<file path="src/rtl/pbs_pkg.sv">
// Shared types and constants for the battle turn controller.
// Used by battle_turn_ctrl and battle_lfsr.
package pbs_pkg;

    localparam int HP_W = 8;

    // Feedback taps b7, b5, b4, b3 of the 8-bit Fibonacci LFSR.
    localparam logic [7:0] LFSR_TAPS = 8'hB8;

    // Move codes presented to the external move table.
    localparam logic [1:0] MV_STRIKE = 2'b00;
    localparam logic [1:0] MV_JAB    = 2'b01;
    localparam logic [1:0] MV_SLAM   = 2'b10;
    localparam logic [1:0] MV_BLAST  = 2'b11;

    // Winner encodings.
    localparam logic [1:0] WIN_NONE = 2'b00;
    localparam logic [1:0] WIN_P1   = 2'b01;
    localparam logic [1:0] WIN_P2   = 2'b10;

    typedef enum logic [2:0] {
        IDLE     = 3'd0,
        COLLECT  = 3'd1,
        A1_FETCH = 3'd2,
        A1_APPLY = 3'd3,
        A2_FETCH = 3'd4,
        A2_APPLY = 3'd5,
        DONE     = 3'd6
    } state_t;

    // HP after taking damage; clamps at zero instead of wrapping.
    function automatic logic [HP_W-1:0] sat_sub(input logic [HP_W-1:0] hp,
                                                input logic [HP_W-1:0] dmg);
        return (hp > dmg) ? (hp - dmg) : '0;
    endfunction

endpackage

</file>
<file path="src/rtl/battle_lfsr.sv">
// 8-bit Fibonacci LFSR that shifts left every clock out of reset.
// Only the low nibble (the accuracy roll) leaves the block.
module battle_lfsr
    import pbs_pkg::*;
#(
    parameter logic [7:0] SEED = 8'hA5
) (
    input  logic       clk,
    input  logic       rst,
    output logic [3:0] roll
);

    // An all-zero state would lock the register, so a zero seed becomes 1.
    localparam logic [7:0] SEED_EFF = (SEED == 8'h00) ? 8'h01 : SEED;

    logic [7:0] lfsr;

    assign roll = lfsr[3:0];

    // Shift left, feeding the XOR of the tapped bits into bit 0.
    always_ff @(posedge clk or posedge rst) begin
        if (rst) begin
            lfsr <= SEED_EFF;
        end else begin
            lfsr <= {lfsr[6:0], ^(lfsr & LFSR_TAPS)};
        end
    end

endmodule

</file>
<file path="src/rtl/battle_turn_ctrl.sv">
// Two-player battle sequencer: collects one move per player per turn,
// time-shares the external move table, rolls accuracy and applies
// saturating damage until one player's HP reaches zero.
// Optional critical hits are enabled with the BATTLE_CRIT_EN macro.
//
// Handshake: a move is taken on a clock edge where pN_valid and pN_ready
// are both high; pN_ready is high only in COLLECT while player N has no
// move latched this turn, and drops the cycle after the capture.
module battle_turn_ctrl
    import pbs_pkg::*;
#(
    parameter logic [HP_W-1:0] HP_INIT   = 8'd50,
    parameter logic [7:0]      LFSR_SEED = 8'hA5
) (
    input  logic            clk,
    input  logic            reset,
    input  logic            start,
    input  logic [1:0]      p1_move,
    input  logic            p1_valid,
    output logic            p1_ready,
    input  logic [1:0]      p2_move,
    input  logic            p2_valid,
    output logic            p2_ready,
    output logic [1:0]      mv_sel,
    input  logic [3:0]      mv_dmg,
    input  logic [3:0]      mv_accu,
    output logic [HP_W-1:0] p1_hp,
    output logic [HP_W-1:0] p2_hp,
    output logic            hit,
    output logic            attacker,
    output logic            busy,
    output logic            done,
    output logic [1:0]      winner,
`ifdef BATTLE_CRIT_EN
    output logic            crit,
`endif
    output state_t          dbg_state
);

    state_t          state;
    logic [1:0]      p1_lat;
    logic [1:0]      p2_lat;
    logic [3:0]      dmg_r;
    logic [3:0]      accu_r;
    logic [3:0]      roll;

    logic            cap1;
    logic            cap2;
    logic            both_held;
    logic [1:0]      p1_next;
    logic            hit_now;
    logic            crit_now;
    logic [HP_W-1:0] dmg_eff;
    logic [HP_W-1:0] tgt_hp;
    logic [HP_W-1:0] hp_after;

    assign dbg_state = state;

    battle_lfsr #(
        .SEED (LFSR_SEED)
    ) u_lfsr (
        .clk  (clk),
        .rst  (reset),
        .roll (roll)
    );

    // Handshake captures; ready is only ever high in COLLECT.
    always_comb begin
        cap1      = p1_valid & p1_ready;
        cap2      = p2_valid & p2_ready;
        p1_next   = cap1 ? p1_move : p1_lat;
        both_held = (cap1 | ~p1_ready) & (cap2 | ~p2_ready);
    end

    // Hit decision and post-attack HP of whichever player is the target.
    always_comb begin
        hit_now  = (roll <= accu_r);
        crit_now = 1'b0;
`ifdef BATTLE_CRIT_EN
        crit_now = hit_now && (roll == 4'h0);
`endif
        dmg_eff  = crit_now ? {3'b000, dmg_r, 1'b0} : {4'b0000, dmg_r};
        tgt_hp   = (state == A2_APPLY) ? p1_hp : p2_hp;
        hp_after = hit_now ? sat_sub(tgt_hp, dmg_eff) : tgt_hp;
    end

    // Turn sequencer with all outputs registered.
    always_ff @(posedge clk or posedge reset) begin
        if (reset) begin
            state    <= IDLE;
            p1_hp    <= '0;
            p2_hp    <= '0;
            winner   <= WIN_NONE;
            hit      <= 1'b0;
            attacker <= 1'b0;
            busy     <= 1'b0;
            done     <= 1'b0;
            p1_ready <= 1'b0;
            p2_ready <= 1'b0;
            mv_sel   <= MV_STRIKE;
            p1_lat   <= MV_STRIKE;
            p2_lat   <= MV_STRIKE;
            dmg_r    <= '0;
            accu_r   <= '0;
`ifdef BATTLE_CRIT_EN
            crit     <= 1'b0;
`endif
        end else begin
            hit <= 1'b0;
`ifdef BATTLE_CRIT_EN
            crit <= 1'b0;
`endif
            case (state)
                IDLE, DONE: begin
                    if (start) begin
                        p1_hp    <= HP_INIT;
                        p2_hp    <= HP_INIT;
                        winner   <= WIN_NONE;
                        p1_ready <= 1'b1;
                        p2_ready <= 1'b1;
                        busy     <= 1'b1;
                        done     <= 1'b0;
                        state    <= COLLECT;
                    end
                end
                COLLECT: begin
                    if (cap1) begin
                        p1_lat   <= p1_move;
                        p1_ready <= 1'b0;
                    end
                    if (cap2) begin
                        p2_lat   <= p2_move;
                        p2_ready <= 1'b0;
                    end
                    if (both_held) begin
                        mv_sel   <= p1_next;
                        attacker <= 1'b0;
                        state    <= A1_FETCH;
                    end
                end
                A1_FETCH, A2_FETCH: begin
                    dmg_r  <= mv_dmg;
                    accu_r <= mv_accu;
                    mv_sel <= MV_STRIKE;
                    state  <= (state == A1_FETCH) ? A1_APPLY : A2_APPLY;
                end
                A1_APPLY: begin
                    p2_hp <= hp_after;
                    hit   <= hit_now;
`ifdef BATTLE_CRIT_EN
                    crit  <= crit_now;
`endif
                    if (hp_after == '0) begin
                        winner <= WIN_P1;
                        busy   <= 1'b0;
                        done   <= 1'b1;
                        state  <= DONE;
                    end else begin
                        mv_sel   <= p2_lat;
                        attacker <= 1'b1;
                        state    <= A2_FETCH;
                    end
                end
                A2_APPLY: begin
                    p1_hp <= hp_after;
                    hit   <= hit_now;
`ifdef BATTLE_CRIT_EN
                    crit  <= crit_now;
`endif
                    if (hp_after == '0) begin
                        winner <= WIN_P2;
                        busy   <= 1'b0;
                        done   <= 1'b1;
                        state  <= DONE;
                    end else begin
                        p1_ready <= 1'b1;
                        p2_ready <= 1'b1;
                        state    <= COLLECT;
                    end
                end
                default: begin
                    state <= IDLE;
                end
            endcase
        end
    end

endmodule

</file>
<file path="config.mk">
export PLATFORM = sky130hd
export DESIGN_NAME = battle_turn_ctrl
export DESIGN_NICKNAME = d
export VERILOG_FILES = /design/src/rtl/pbs_pkg.sv /design/src/rtl/battle_lfsr.sv /design/src/rtl/battle_turn_ctrl.sv
export SDC_FILE = /design/constraint.sdc
export NUM_CORES = 1
export LEC_CHECK = 0
export ABC_AREA = 1
export CORE_ASPECT_RATIO = 1.1
export CORE_MARGIN = 10
export CORE_UTILIZATION = 30
export DETAILED_ROUTE_END_ITERATION = 6
export PLACE_DENSITY = 0.55
export SYNTH_ARGS = -nofsm -noshare
export SYNTH_HDL_FRONTEND = slang
export SYNTH_SLANG_ARGS = --single-unit
</file>
<file path="constraint.sdc">
create_clock -name clk -period 3.2 [get_ports clk]
set_input_delay 0.48 -clock clk [delete_from_list [all_inputs] [get_ports clk]]
set_output_delay 0.48 -clock clk [all_outputs]
set_load 0.02 [all_outputs]
</file>
* Word level (Yosys, flattened, before mapping)
Cells that the tools add are included.
Cells by class: add/subtract/negate cells 1, $lt $le $gt $ge 2, eq/ne operators 15, muxes and demuxes 34, bitwise gates (word level) 7, reduce and logical (&&, ||, !) cells 23
Operator list (number):
- 8-bit two-way mux | 4
- 8-bit case mux with 2 select lines | 2
- 3-bit case mux with 5 select lines | 1
- 2-bit two-way mux | 7
- 2-bit != test, second input constant | 7
- 3-bit two-way mux | 4
- 2-bit case mux with 3 select lines | 2
- 4-bit AND reduction | 3
- 3-bit == test, second input constant | 3
- 1-bit two-way mux | 9
- 3-bit AND reduction | 3
- 3-bit nonzero test | 3
- 8-bit by 4-bit greater-than comparator with 1-bit output | 1
- 8-bit zero test | 1
- 2-bit AND reduction | 4
- 2-bit nonzero test | 4
- 8-bit parity | 1
- 8-bit by 4-bit subtractor with 8-bit output | 1
- 3-bit by 2-bit == test with 1-bit output, second input constant | 2
- 1-bit case mux with 2 select lines | 3
- 1-bit case mux with 3 select lines | 2
- 2-bit OR reduction | 3
- 4-bit <= comparator | 1
- 2-bit by 1-bit != test with 1-bit output, second input constant | 2
- other kinds (5) | 9
Word-level totals: register bits after elaboration 49, bits of input ports 17, output and inout port bits 29, word-level logic and storage cells 98

* Depth between registers and ports, before layout
word-level depth 8, depth in mapped cells 21

* Cells and area by module
From an unflattened synthesis, not the netlist that was laid out.
Unflattened totals: cell total of the unflattened synthesis 346, area, all modules 2723.9 µm²
By module, submodules not included:
- battle_turn_ctrl | times used 1, cells an instance 318, area each 2421.1 µm², seq. area each 1026.0 µm²
- battle_lfsr | times used 1, cells an instance 28, area each 302.8 µm², seq. area each 205.2 µm²

* Worst setup path before layout
No wires, ideal clock.
path kind register to register, from register state[1], in the netlist dbg_state[1], to register winner[1], arrival 2809 ps, data required time 3083 ps, path slack 274 ps, stages on the path, launching flop included 22, path buffers 1, period minus slack after synthesis 2926 ps, cell sequence dfrtp_1 inv_2 nand3_2 buf_2 nand2_1 o21ai_1 inv_1 ha_1 inv_1 fa_1 a21oi_1 nor2_1 nor2_4 nand2_4 nand3_2 nand2_4 nor2_8 nand2_4 nand2_4 nand2_4 nand2_1 nand2_1
Between the ends: cells in the longest elaborated chain, start to end 8, elaborated cells between the ends (all ways) 17, those cells by class 1 x add/sub; 1 x order compare; 6 x eq/ne; 4 x mux; 5 x reduce/logical
Ends and longest elaborated chain:
- start: declaration | line battle_turn_ctrl.sv:40 | state_t state;
- start signal: assignment | line battle_turn_ctrl.sv:145 | state <= (state == A1_FETCH) ? A1_APPLY : A2_APPLY;
- 3-bit == test | line battle_turn_ctrl.sv:83, battle_turn_ctrl.sv:113
- 8-bit two-way mux | line battle_turn_ctrl.sv:83 | tgt_hp = (state == A2_APPLY) ? p1_hp : p2_hp;
- 8-bit by 4-bit subtractor with 8-bit output or 8-bit by 4-bit greater-than comparator with 1-bit output (tied branches) | line pbs_pkg.sv:34 | return (hp > dmg) ? (hp - dmg) : '0;
- 8-bit two-way mux | line pbs_pkg.sv:34
- 8-bit two-way mux | line battle_turn_ctrl.sv:84 | hp_after = hit_now ? sat_sub(tgt_hp, dmg_eff) : tgt_hp;
- 8-bit zero test | line battle_turn_ctrl.sv:153, battle_turn_ctrl.sv:170
- 2-bit != test (no line) or 2-bit by 1-bit != test with 1-bit output (tied branches)
- 4-bit AND reduction (no line)
- end signal: assignment | line battle_turn_ctrl.sv:93 | winner <= WIN_NONE;
- end signal: assignment | line battle_turn_ctrl.sv:154 | winner <= WIN_P1;
- end signal: assignment | line battle_turn_ctrl.sv:171 | winner <= WIN_P2;
- end: declaration | line battle_turn_ctrl.sv:33 | output logic [1:0] winner,
Parallel ways exist; a longest one is shown, timed or not. A chain may end at the register's enable or synchronous reset.

* Worst setup path after layout
from register state[1], in the netlist dbg_state[1], to register state[0], in the netlist dbg_state[0]
Between the ends: cells in the longest elaborated chain, start to end 8, elaborated cells between the ends (all ways) 20, those cells by class 1 x add/sub; 1 x order compare; 8 x eq/ne; 5 x mux; 5 x reduce/logical
Ends and longest elaborated chain:
- 3-bit == test | line battle_turn_ctrl.sv:83, battle_turn_ctrl.sv:113
- 8-bit two-way mux | line battle_turn_ctrl.sv:83
- 8-bit by 4-bit subtractor with 8-bit output or 8-bit by 4-bit greater-than comparator with 1-bit output (tied branches) | line pbs_pkg.sv:34
- 8-bit two-way mux | line pbs_pkg.sv:34
- 8-bit two-way mux | line battle_turn_ctrl.sv:84
- 8-bit zero test | line battle_turn_ctrl.sv:170 | if (hp_after == '0) begin
- 3-bit two-way mux | line battle_turn_ctrl.sv:170
- 3-bit case mux with 5 select lines | line battle_turn_ctrl.sv:113 | case (state)
Parallel ways exist; a longest one is shown, timed or not.

==> run_results.csv <==
group,metric,value,unit
cts,post_cts_buffers,0,
logic_synthesis,synth_compound_gate_area_share,9.54,%
logic_synthesis,yosysWarnings,0,
floorplanning,fp.coreArea,0.00926,mm2
floorplanning,dieArea,0.0137,mm2
floorplanning,num_rows,37,
logic_synthesis,synth.most_common_cell,"nand2_1",
worst_setup_path,crit_family,"simple AND/OR/NAND/NOR gates",
outcome,status,"finished clean",
logic_synthesis,syn_area,0.00282,mm2
sta,rsz0062_at_grt,"no",
cts,cts_max_level,2,
sta,report.final.slew_viol_count,0,
cts,clk_root_buffer_cell,"clkbuf_8",
logic_synthesis,postSynthCellCount,335,
worst_setup_path,slowest_delay,0.45,ns
placement,place_ws,0.279,ns
sta,finalHoldViolations,0,
floorplanning,die_h,122,um
grt,grt_pass1_vias,2339,
drt,vias,2271,
drt,via_per_inst,4.48,
cts,cts_buffers,5,
drt,first_iter_violations,92,
floorplanning,io_pins,46,
drt,route.detailed.drc,0,
floorplanning,start_util,30.5,%
grt,grt_max_degree,49,
logic_synthesis,synth_edf_count,0,
power,power_density,1120,mW/mm2
sta,max_freq,350,MHz
logic_synthesis,synth_top_family_by_area,"simple AND/OR/NAND/NOR gates",
sta,period_share,89.3,%
worst_setup_path,crit_path_frequent_cell,"nand2_1",
logic_synthesis,yosys.area_share.simple,30.4,%
floorplanning,fp.dieW,112,um
cts,cts_tree,"yes",
logic_synthesis,ys.flop_type,"dfrtp_1",
placement,dp_hpwl,5.52,mm
logic_synthesis,synth_area_leaders,"dfrtp_1 (40%), nand2_1 (12%), inv_1 (6.3%)",
cts,cts.path.max_buffers,2,
worst_setup_path,cp_max_fo,12,
logic_synthesis,avgSynthCellArea,8.42,um2
drt,wl_per_cell,14.0,um
worst_setup_path,critPathBufInv,4,
logic_synthesis,ys_seq_area_share,43.7,%
layout,fill_cells,979,
sta,finalSetupViolations,0,
sta,tightest_slew,1.02,ns
layout,diodes,0,
worst_setup_path,criticalPathCategory,"flop to flop",
sta,layout_setup_ws,0.343,ns
worst_setup_path,cp_cell_sequence,"inv_2 > nand3_4 > nand2_1 > o21ai_1 > inv_1 > ha_1 > inv_1 > fa_1 > a21oi_1 > nor2_1 > nor2_4 > nand2_4 > inv_2 > nor2_4 > nor2_8 > nand2_4 > nand2_1 > nand2_1 > nand2_1 > nand2_1",
cts,clkLatencyLatePin,0.30,ns
layout,fin_nets,415,
sta,slew_headroom,32.0,%
cts,path_clk_slew,0.09,ns
sta,fin_skew,0.00642,ns
grt,antenna_found_initial,0,
logic_synthesis,synth.top_cell.area_share,39.9,%
logic_synthesis,ys_seq_elements,49,
power,ir_drop,0.366,mV
sta,totalNegativeSetupSlack,0,ns
worst_hold_path,worstHoldPathType,"flop to flop",
layout,drive_gt1_share,17.4,%
logic_synthesis,synth_cell_types,34,
logic_synthesis,synth_adder_area_share,4.26,%
placement,port_buffers,45,
power,cellLeakagePower,0.00176,uW
drt,antenna_left,0,
logic_synthesis,muxShareOfSynthArea,2.31,%
layout,multi_input_area,0.00136,mm2
layout,final_cells,507,
logic_synthesis,synth_xor_area_share,1.55,%
job,cap_violations,0,
logic_synthesis,synth.largest_area_cell,"dfrtp_1",
logic_synthesis,synth-async-reset-ratio,100,%
placement,gp_congestion,0.873,
grt,grt_usage,10.4,%
worst_setup_path,crit_slowest_cell,"dfrtp_1",
worst_setup_path,startpoint_type,"flop",
sta,period_minus_slack,2.86,ns
cts,cts.sinks,49,
worst_setup_path,cp.required,3.39,ns
layout,syn2layout_area_growth,26.7,%
worst_setup_path,critPathArrivalTime,3.05,ns
worst_setup_path,end_kind,"flop",
grt,grt-ovfl-total,0,
logic_synthesis,synth_commonest_cells,"nand2_1 (89), inv_1 (47), dfrtp_1 (45)",
placement,dp.cells,499,
drt,firstDrtPassIters,5,
layout,seq_area,0.00123,mm2
grt,grt_pass1_wl,11.8,mm
drt,routed_wirelength,7.09,mm
logic_synthesis,synth.net_count,361,
[through the flow]
step	total power [uW]	area, um2	utilization, %	hold slack (ns)
2_1_floorplan	2750	2820	-	0.333
3_3_place_gp	3480	3430	37.1	0.336
3_5_place_dp	3490	3430	37.1	0.338
4_1_cts	4030	3560	38.5	0.362
5_1_grt	4370	3570	38.6	0.384
6_report	4000	3570	38.6	0.358
[kinds of logic after synthesis]
family,Yosys count
AND/OR/NAND/NOR,161
buffers and inverters,58
flip-flops,49
AO/OA/AOI/OAI,47
adder cells (fa/ha/maj),9
multiplexers,6
XOR/XNOR,5
[power by group]
part | internal [uW] | leakage (uW) | total (uW) | switching (uW)
sequential | 830 | 0.000598 | 961 | 132
clock | 311 | 0.0000681 | 527 | 217
combinational | 922 | 0.00109 | 2510 | 1590
[area by class of cell]
type	instances	share of cell area, %
clock buffer	5	1.93
clock inverter	3	1.82
inverter	54	5.67
multi-input combinational	228	38.1
sequential	49	34.5
tap	117	4.10
timing repair buffer	51	13.9
[cells in the final DEF, fill, tap and decap left out, types with 3 or more instances in the layout]
cell,Yosys,layout
dfstp_2,4,4
a21oi_1,11,11
nand3_1,13,13
nand2_4,8,8
clkdlybuf4s50_1,0,45
nand4_1,4,4
nand2_1,89,89
inv_1,47,46
inv_2,7,8
xor2_1,3,3
o22ai_1,6,6
buf_4,0,6
nand3_4,2,3
mux2_2,4,4
o21ai_0,15,15
o21ai_1,7,7
o21ai_2,3,3
nor2_1,19,19
nand3_2,5,4
dfrtp_1,45,45
clkbuf_8,0,5
nor2_2,4,4
nand2_2,7,7
ha_1,8,8
nor2_4,6,6
[worst reg2reg max path, cell delays in order, from the launching register on]
cell	delay, ns
dfrtp_1	0.45
inv_2	0.13
nand3_4	0.14
nand2_1	0.09
o21ai_1	0.08
inv_1	0.06
ha_1	0.15
inv_1	0.05
fa_1	0.40
a21oi_1	0.21
nor2_1	0.09
nor2_4	0.13
nand2_4	0.09
inv_2	0.14
nor2_4	0.08
nor2_8	0.18
nand2_4	0.08
nand2_1	0.06
nand2_1	0.05
nand2_1	0.05
nand2_1	0.05
[per-layer routing]
metal | global-route usage, % | part of all wire [%] | vias up
met5 | 0 | 0 | -
met4 | 3.10 | 1.2 | 0
met3 | 2.46 | 4.8 | 4
met2 | 17.1 | 49 | 40
met1 | 13.4 | 45 | 1059
li1 | - | - | 1168
[final timing paths]
path                                start        endpoint  slack, ns  cells after the start
max                          dbg_state[1]    dbg_state[0]       0.34                     20
min                        u_lfsr.lfsr[6]  u_lfsr.lfsr[7]       0.36                      0
max reg2reg                  dbg_state[1]    dbg_state[0]       0.34                     20
min reg2reg                u_lfsr.lfsr[6]  u_lfsr.lfsr[7]       0.36                      0
max in group asynchronous           reset  u_lfsr.lfsr[7]       1.75                      3
min in group asynchronous           reset             hit       0.73                      2
[flip-flops by register name (all words and copies together), names as in the netlist, 3 cells and up]
| signal | count |
|---|---|
| p1_hp | 8 |
| p2_hp | 8 |
| u_lfsr.lfsr | 8 |
| accu_r | 4 |
| dmg_r | 4 |
| dbg_state | 3 |
[timing repair]
action | CTS | global route
gates resized for setup | 0 | 1
endpoints found under the setup margin | 0 | 1
hold buffers | 0 | 0
Note: power is estimated with default switching activity, not from simulation.
